## src/rtl/rv32_mem_arb_pkg.sv

```systemverilog
// Shared types for the RV32 instruction/data memory arbiter: FSM state
// encoding, grant encodings and the reset value of the round-robin pointer.
package rv32_mem_arb_pkg;

  typedef enum logic [1:0] {
    IDLE   = 2'b00,
    BUSY_I = 2'b01,
    BUSY_D = 2'b10
  } arb_state_t;

  localparam logic GNT_I = 1'b0;
  localparam logic GNT_D = 1'b1;

  // Pointer starts on the fetch side so the data side wins the first tie.
  localparam logic LAST_GRANT_RST = GNT_I;

endpackage

```

## src/rtl/rv32_arb_pick2.sv

```systemverilog
// Combinational two-way picker between fetch and data requests.
// RV32_MEM_ARB_RR_EN selects round-robin ties; otherwise data wins every tie.
module rv32_arb_pick2
  import rv32_mem_arb_pkg::*;
(
  input  logic i_req,
  input  logic d_req,
  input  logic last_grant,
  output logic gnt_valid,
  output logic gnt_sel
);

  always_comb begin
    gnt_valid = i_req | d_req;
    gnt_sel   = GNT_I;
    if (i_req && d_req) begin
`ifdef RV32_MEM_ARB_RR_EN
      gnt_sel = (last_grant == GNT_I) ? GNT_D : GNT_I;
`else
      gnt_sel = GNT_D;
`endif
    end else if (d_req) begin
      gnt_sel = GNT_D;
    end else if (i_req) begin
      gnt_sel = GNT_I;
    end else begin
      // No request: gnt_sel is a don't-care, so just echo the pointer.
      gnt_sel = last_grant;
    end
  end

endmodule

```

## src/rtl/rv32_mem_arbiter.sv

```systemverilog
// Shares one single-port memory between the RV32 fetch and load/store ports,
// one transaction at a time. Define RV32_MEM_ARB_RR_EN for round-robin ties.
module rv32_mem_arbiter
  import rv32_mem_arb_pkg::*;
#(
  parameter int unsigned AW = 32,
  parameter int unsigned DW = 32
) (
  input  logic            clk,
  input  logic            reset_n,
  input  logic            i_req,
  input  logic [AW-1:0]   i_addr,
  output logic [DW-1:0]   i_rdata,
  output logic            i_ack,
  input  logic            d_req,
  input  logic            d_we,
  input  logic [AW-1:0]   d_addr,
  input  logic [DW-1:0]   d_wdata,
  input  logic [DW/8-1:0] d_wstrb,
  output logic [DW-1:0]   d_rdata,
  output logic            d_ack,
  output logic            m_req,
  output logic            m_we,
  output logic [AW-1:0]   m_addr,
  output logic [DW-1:0]   m_wdata,
  output logic [DW/8-1:0] m_wstrb,
  input  logic [DW-1:0]   m_rdata,
  input  logic            m_ack,
  output arb_state_t      dbg_state
);

  arb_state_t      state_q, state_d;
  logic            m_req_q, m_req_d;
  logic            m_we_q, m_we_d;
  logic [AW-1:0]   m_addr_q, m_addr_d;
  logic [DW-1:0]   m_wdata_q, m_wdata_d;
  logic [DW/8-1:0] m_wstrb_q, m_wstrb_d;
  logic            gnt_valid, gnt_sel, last_grant, grant;

  assign grant = (state_q == IDLE) && gnt_valid;

`ifdef RV32_MEM_ARB_RR_EN
  logic last_grant_q, last_grant_d;

  always_comb begin
    last_grant_d = last_grant_q;
    if (grant) last_grant_d = gnt_sel;
  end

  always_ff @(posedge clk or negedge reset_n) begin
    if (!reset_n) last_grant_q <= LAST_GRANT_RST;
    else          last_grant_q <= last_grant_d;
  end

  assign last_grant = last_grant_q;
`else
  assign last_grant = LAST_GRANT_RST;
`endif

  rv32_arb_pick2 u_pick (
    .i_req      (i_req),
    .d_req      (d_req),
    .last_grant (last_grant),
    .gnt_valid  (gnt_valid),
    .gnt_sel    (gnt_sel)
  );

  always_ff @(posedge clk or negedge reset_n) begin
    if (!reset_n) state_q <= IDLE;
    else          state_q <= state_d;
  end

  always_comb begin
    state_d = state_q;
    case (state_q)
      IDLE:           if (gnt_valid) state_d = (gnt_sel == GNT_D) ? BUSY_D : BUSY_I;
      BUSY_I, BUSY_D: if (m_ack) state_d = IDLE;
      default:        state_d = IDLE;
    endcase
  end

  // Memory-side registers load on a grant and clear their control bits on
  // completion; address and write data are left holding their last values.
  always_comb begin
    m_req_d   = m_req_q;
    m_we_d    = m_we_q;
    m_addr_d  = m_addr_q;
    m_wdata_d = m_wdata_q;
    m_wstrb_d = m_wstrb_q;
    if (grant) begin
      m_req_d = 1'b1;
      if (gnt_sel == GNT_D) begin
        m_we_d    = d_we;
        m_addr_d  = d_addr;
        m_wdata_d = d_wdata;
        m_wstrb_d = d_we ? d_wstrb : '0;
      end else begin
        m_we_d    = 1'b0;
        m_addr_d  = i_addr;
        m_wstrb_d = '0;
      end
    end else if ((state_q != IDLE) && m_ack) begin
      m_req_d   = 1'b0;
      m_we_d    = 1'b0;
      m_wstrb_d = '0;
    end
  end

  always_ff @(posedge clk or negedge reset_n) begin
    if (!reset_n) begin
      m_req_q   <= 1'b0;
      m_we_q    <= 1'b0;
      m_addr_q  <= '0;
      m_wdata_q <= '0;
      m_wstrb_q <= '0;
    end else begin
      m_req_q   <= m_req_d;
      m_we_q    <= m_we_d;
      m_addr_q  <= m_addr_d;
      m_wdata_q <= m_wdata_d;
      m_wstrb_q <= m_wstrb_d;
    end
  end

  always_comb begin
    i_ack   = (state_q == BUSY_I) && m_ack;
    d_ack   = (state_q == BUSY_D) && m_ack;
    i_rdata = i_ack ? m_rdata : '0;
    d_rdata = d_ack ? m_rdata : '0;
  end

  assign m_req     = m_req_q;
  assign m_we      = m_we_q;
  assign m_addr    = m_addr_q;
  assign m_wdata   = m_wdata_q;
  assign m_wstrb   = m_wstrb_q;
  assign dbg_state = state_q;

`ifndef SYNTHESIS
  // Handshake: a requester holds req (and its fields) from the cycle it is
  // sampled until its ack; the memory only acks while m_req is high.
  a_i_req_held: assert property (@(posedge clk) disable iff (!reset_n)
    (state_q == BUSY_I) |-> i_req) else $error("i_req dropped while BUSY_I");
  a_d_req_held: assert property (@(posedge clk) disable iff (!reset_n)
    (state_q == BUSY_D) |-> d_req) else $error("d_req dropped while BUSY_D");
  a_no_idle_ack: assert property (@(posedge clk) disable iff (!reset_n)
    (state_q == IDLE) |-> !m_ack) else $error("m_ack seen while IDLE");
`endif

endmodule

```

## config.mk

```make
export PLATFORM = sky130hd
export DESIGN_NAME = rv32_mem_arbiter
export DESIGN_NICKNAME = d
export VERILOG_FILES = /design/src/rtl/rv32_mem_arb_pkg.sv /design/src/rtl/rv32_arb_pick2.sv /design/src/rtl/rv32_mem_arbiter.sv
export SDC_FILE = /design/constraint.sdc
export NUM_CORES = 1
export LEC_CHECK = 0
export ABC_CLOCK_PERIOD_IN_PS = 1430
export CAP_MARGIN = 20
export CELL_PAD_IN_SITES_DETAIL_PLACEMENT = 1
export CELL_PAD_IN_SITES_GLOBAL_PLACEMENT = 1
export CORE_MARGIN = 5
export CORE_UTILIZATION = 21
export CTS_CLUSTER_SIZE = 20
export DETAILED_ROUTE_END_ITERATION = 8
export PLACE_DENSITY = 0.78
export SETUP_SLACK_MARGIN = 0.4
export SYNTH_ARGS = -nofsm -noshare
export SYNTH_HDL_FRONTEND = slang
export SYNTH_SLANG_ARGS = --single-unit
```

## constraint.sdc

```tcl
create_clock -name clk -period 1.43 [get_ports clk]
set_input_delay 0.2145 -clock clk [delete_from_list [all_inputs] [get_ports clk]]
set_output_delay 0.2145 -clock clk [all_outputs]
set_load 0.01 [all_outputs]
```

**Yosys cells after proc, flatten, opt, wreduce, memory -nomap -nowiden**

Cells that the tools add are included.

- Bits in registers: 72
- Input bits: 138
- Output and inout port bits: 138
- Logic and storage cells: 39

- Equal/unequal tests: 4
- Muxes and demuxes: 17
- Bitwise gates (word level): 1
- Reductions and logical operators: 11

Operators by type and width:

| kind | number |
|---|---|
| 32-bit 2-to-1 mux | 3 |
| 4-bit 2-to-1 mux | 4 |
| 1-bit 2-to-1 mux | 6 |
| 2-bit 2-to-1 mux | 3 |
| 1-bit logical AND | 5 |
| 2-bit inequality test, second input constant | 2 |
| 2-bit case mux with 2 select lines | 1 |
| 2-bit AND reduction | 2 |
| 2-bit nonzero test | 2 |
| 2-bit by 1-bit equality test with 1-bit output, second input constant | 1 |
| 2-bit equality test, second input constant | 1 |
| 2-bit logical NOT | 1 |
| 2-bit OR reduction | 1 |
| 1-bit bitwise OR | 1 |

**Logic depth before layout (Yosys ltp)**

- Word-level depth: 5
- Gate-level depth with buffers: 7
- Gate-level depth less buffers: 5

**Modules after synthesis**

Synthesis repeated with hierarchy kept, for this count alone.

- Cells, all modules: 323
- Area, all modules: 3,624.7 um2

By module, submodules not included:

| module | times used | cells each | area each (um2) | sequential area each (um2) |
|---|---|---|---|---|
| rv32_mem_arbiter | 1 | 320 | 3,607.2 | 1,801.7 |
| rv32_arb_pick2 | 1 | 3 | 17.5 | 0.0 |

**Worst setup path before layout**

Ideal clock, no wire load.

- Path type: flip-flop to flip-flop
- Start: register state_q[0] (netlist: dbg_state[0])
- End: register m_wdata_q[10] (netlist: m_wdata[10])
- Library setup time: 0.125 ns
- Arrival time: 1.405 ns
- Data required time: 1.305 ns
- Slack: -0.100 ns
- Cell stages (with the launch flop): 6
- Path buffers: 1
- Clock period less this slack: 1.530 ns
- Cell sequence: dfrtp_1 > inv_1 > ha_1 > nand2_1 > buf_2 > mux2_2

- Cells in the longest elaborated chain, start to end: 3

Ends and longest elaborated chain:

| item | line | source |
|---|---|---|
| from (decl) | rv32_mem_arbiter.sv:32 | `arb_state_t state_q, state_d;` |
| from (signal assigned) | rv32_mem_arbiter.sv:70 | `else state_q <= state_d;` |
| 2-bit logical NOT | rv32_mem_arbiter.sv:40 | `assign grant = (state_q == IDLE) && gnt_valid;` |
| 1-bit logical AND | rv32_mem_arbiter.sv:40 |  |
| 2-bit AND reduction (no line) | - |  |
| to (signal assigned) | rv32_mem_arbiter.sv:120 | `m_wdata_q <= m_wdata_d;` |
| to (decl) | rv32_mem_arbiter.sv:36 | `logic [DW-1:0] m_wdata_q, m_wdata_d;` |

No other way between the ends.
A chain may end at the register's enable or synchronous reset.

**Final worst setup path**

- Start: register state_q[0] (netlist: dbg_state[0])
- End: output port i_rdata[18]

- Cells in the longest elaborated chain, start to end: 3

Ends and longest elaborated chain:

| item | line | source |
|---|---|---|
| 2-bit by 1-bit equality test with 1-bit output | rv32_mem_arbiter.sv:126 | `i_ack = (state_q == BUSY_I) && m_ack;` |
| 1-bit logical AND | rv32_mem_arbiter.sv:126 |  |
| 32-bit 2-to-1 mux | rv32_mem_arbiter.sv:128 | `i_rdata = i_ack ? m_rdata : '0;` |
| to (decl) | rv32_mem_arbiter.sv:13 | `output logic [DW-1:0] i_rdata,` |

No other way between the ends.

==> results.json <==
{
  "status": "finished with violations",
  "violations": "setup timing",
  "cts-root-buf": "clkbuf_16",
  "drt_iter0_markers": 63,
  "clock_latency_ps": 340,
  "antenna_found_initial": 1,
  "hold_class": "in -> reg",
  "clk_pin_slew_ps": 60,
  "syn2layout_area_growth_pct": 148,
  "diodes": 0,
  "antenna_left": 0,
  "cts_max_level": 3,
  "vias": 4058,
  "finalSetupViolations": 139,
  "finalWirelength_um": 18900,
  "dieHeight_um": 139,
  "syn_area_per_cell_um2": 11.0,
  "seqCellArea_um2": 1800,
  "required_ps": 1220,
  "post-dp-hpwl_um": 11800,
  "layout_setup_ws_ps": -360,
  "fin_cells": 904,
  "hold_ws_ps": 354,
  "cp-end-kind": "primary output",
  "drv_slew": 0,
  "synthesis.nets": 458,
  "ir_drop_mv": 0.931,
  "regToRegStartpoint": "dbg_state[0]$_DFFE_PN0P_",
  "synthesis.area_um2": 3480,
  "rsz0062_at_grt": "true",
  "die_w_um": 139,
  "cp-start-kind": "flop",
  "drive_gt1_share_pct": 59.6,
  "hold_path_end": "dbg_state[1]$_DFFE_PN0P_",
  "portBuffers": 275,
  "clockBufferDepth": 2,
  "reg2reg_slack_ps": -280,
  "power.total_uw": 16800,
  "path_max_fanout": 8,
  "start_util_pct": 21.2,
  "p_per_area_nw_per_um2": 1950,
  "first_global_vias": 4566,
  "p_leak_uw": 0.00419,
  "relSlewSlack_pct": 72.4,
  "grt.total_usage_pct": 17.6,
  "row_count": 47,
  "grt_max_degree": 73,
  "ys_types": 23,
  "routed_via_density": 4.49,
  "min_period_ps": 1790,
  "arrival_ps": 1580,
  "multi_input_comb_area_um2": 2260,
  "yosysTopAreaCell": "dfrtp_1",
  "wl_per_cell_um": 20.9,
  "num_io_pins": 276,
  "nFillCells": 1640,
  "finalWeightedCongestion": 0.812,
  "hp-start": "d_req",
  "ys_ff_latch": 72,
  "ys_warn_count": 0,
  "timing.rr.end": "m_wdata[14]$_DFFE_PN0P_",
  "r2r_cells": 8,
  "ys_seq_area_share_pct": 51.8,
  "worst-slew-pin-transition_ps": 413,
  "hold_depth": 3,
  "maxCapViolCount": 0,
  "drc": 0,
  "final.period_utilization_pct": 125,
  "cts.sinks": 72,
  "synthTopCellsByArea": "dfrtp_1 (52%), and3_1 (12%), mux2_2 (9.7%)",
  "nets": 820,
  "grt_pass1_wl_um": 26900,
  "synth_cells": 317,
  "dp.cells": 800,
  "coreArea_um2": 16400,
  "cts_buffers": 9,
  "finClkSkew_ps": 6.94,
  "timing_hold_violations_final": 0,
  "cts_tree": "built",
  "die-area_um2": 19300,
  "firstDrtPassIters": 4,
  "path_class": "reg -> out",
  "synth_top_cell_area_share_pct": 51.8,
  "gr-total-overflow": 0,
  "fmax_mhz": 559
}
[cell usage after synthesis]
master / count
clkbuf_2: 1
a2bb2oi_1: 1
and2_1: 2
mux2i_1: 32
and3_1: 65
mux2_1: 2
o21ai_2: 1
buf_4: 1
a22o_1: 4
mux2_2: 30
nand2b_1: 1
clkbuf_1: 14
nand2_1: 35
buf_2: 10
a21boi_4: 1
dfrtp_1: 72
buf_6: 1
a21o_1: 1
o22ai_1: 1
inv_1: 4
ha_1: 3
o21ai_0: 34
a21boi_0: 1
[worst max-delay path by stage]
stage	from	end	slack, ps	cells after the start
floorplan	dbg_state[1]$_DFFE_PN0P_	m_wstrb[0]$_DFFE_PN0P_	90	6
global placement	m_ack	d_rdata[16]	-560	4
detailed placement	m_ack	d_rdata[16]	-550	4
CTS	dbg_state[0]$_DFFE_PN0P_	i_rdata[24]	-360	6
global route	dbg_state[0]$_DFFE_PN0P_	d_rdata[16]	-410	5
finish	dbg_state[0]$_DFFE_PN0P_	i_rdata[18]	-360	6
[placed cells by master, fill, tap and decap left out, drive strengths merged, types with 2 or more instances in the layout]
master and n:
mux2 32, clkbuf 12, clkinv 4, inv 6, buf 239, a21boi 2
mux2i 32, dfrtp 72, ha 3, nand2 35, and2 2, clkdlybuf4s50 135
o21ai 35, and3 65, a22o 4
[per-stage QoR]
stage                     cell area (µm²)  worst slack (ps)  setup TNS, ps  utilization, %
after global placement               6630              -558         -31340            40.4
after CTS                            7470              -362         -38890            45.5
final                                8620              -360         -37420            52.5
after floorplan                      3560              89.8              0               -
after detailed placement             6630              -547         -36340            40.4
after global routing                 8620              -408         -45360            52.5
[flip-flops by register name, summed over array words and instances (netlist names)]
| signal | flops |
|---|---|
| m_we | 1 |
| m_req | 1 |
| m_wdata | 32 |
| m_wstrb | 4 |
| m_addr | 32 |
| dbg_state | 2 |
[critical path, stage by stage, from the launching register on]
cell	delay [ps]
dfrtp_1	410
buf_6	130
ha_4	170
buf_12	130
buf_16	140
and3_4	150
buf_6	110
[power by group]
group,internal (µW),switching [µW]
Combinational,6480,4210
Sequential,3040,757
Clock,1370,962
[cell type report]
class / instances / area share [%]
Clock buffer: 9 / 2.61
Timing Repair Buffer: 378 / 45.9
Sequential cell: 72 / 20.9
Tap cell: 220 / 3.19
Multi-Input combinational cell: 214 / 26.2
Inverter: 4 / 0.232
Clock inverter: 7 / 0.915
[routing by layer]
| layer | GRT usage, % | wire length (µm) |
|---|---|---|
| met1 | 18.6 | 7070 |
| met2 | 33.8 | 10100 |
| met3 | 4.55 | 1090 |
| met4 | 6.02 | 569 |
| met5 | 0 | 20 |
[logic make-up (layout without fill, tap and decap cells)]
| logic type | after synthesis | in the layout | synth area share, % |
|---|---|---|---|
| compound gates | 44 | 44 | 7.55 |
| fa+ha+maj | 3 | 3 | 1.08 |
| buf+inv | 31 | 398 | 4.06 |
| flops | 72 | 72 | 51.8 |
| mux | 64 | 64 | 19.6 |
| simple gates | 103 | 103 | 16.0 |
[what timing repair did]
item	CTS	global route
buffers inserted	34	38
cloned	12	3
hold buffers	1	0
pin swaps	11	33
gates resized for setup	704	188
setup endpoints to repair	210	210
endpoints found under the hold margin	72	0
Note: power is estimated with default switching activity, not from simulation.
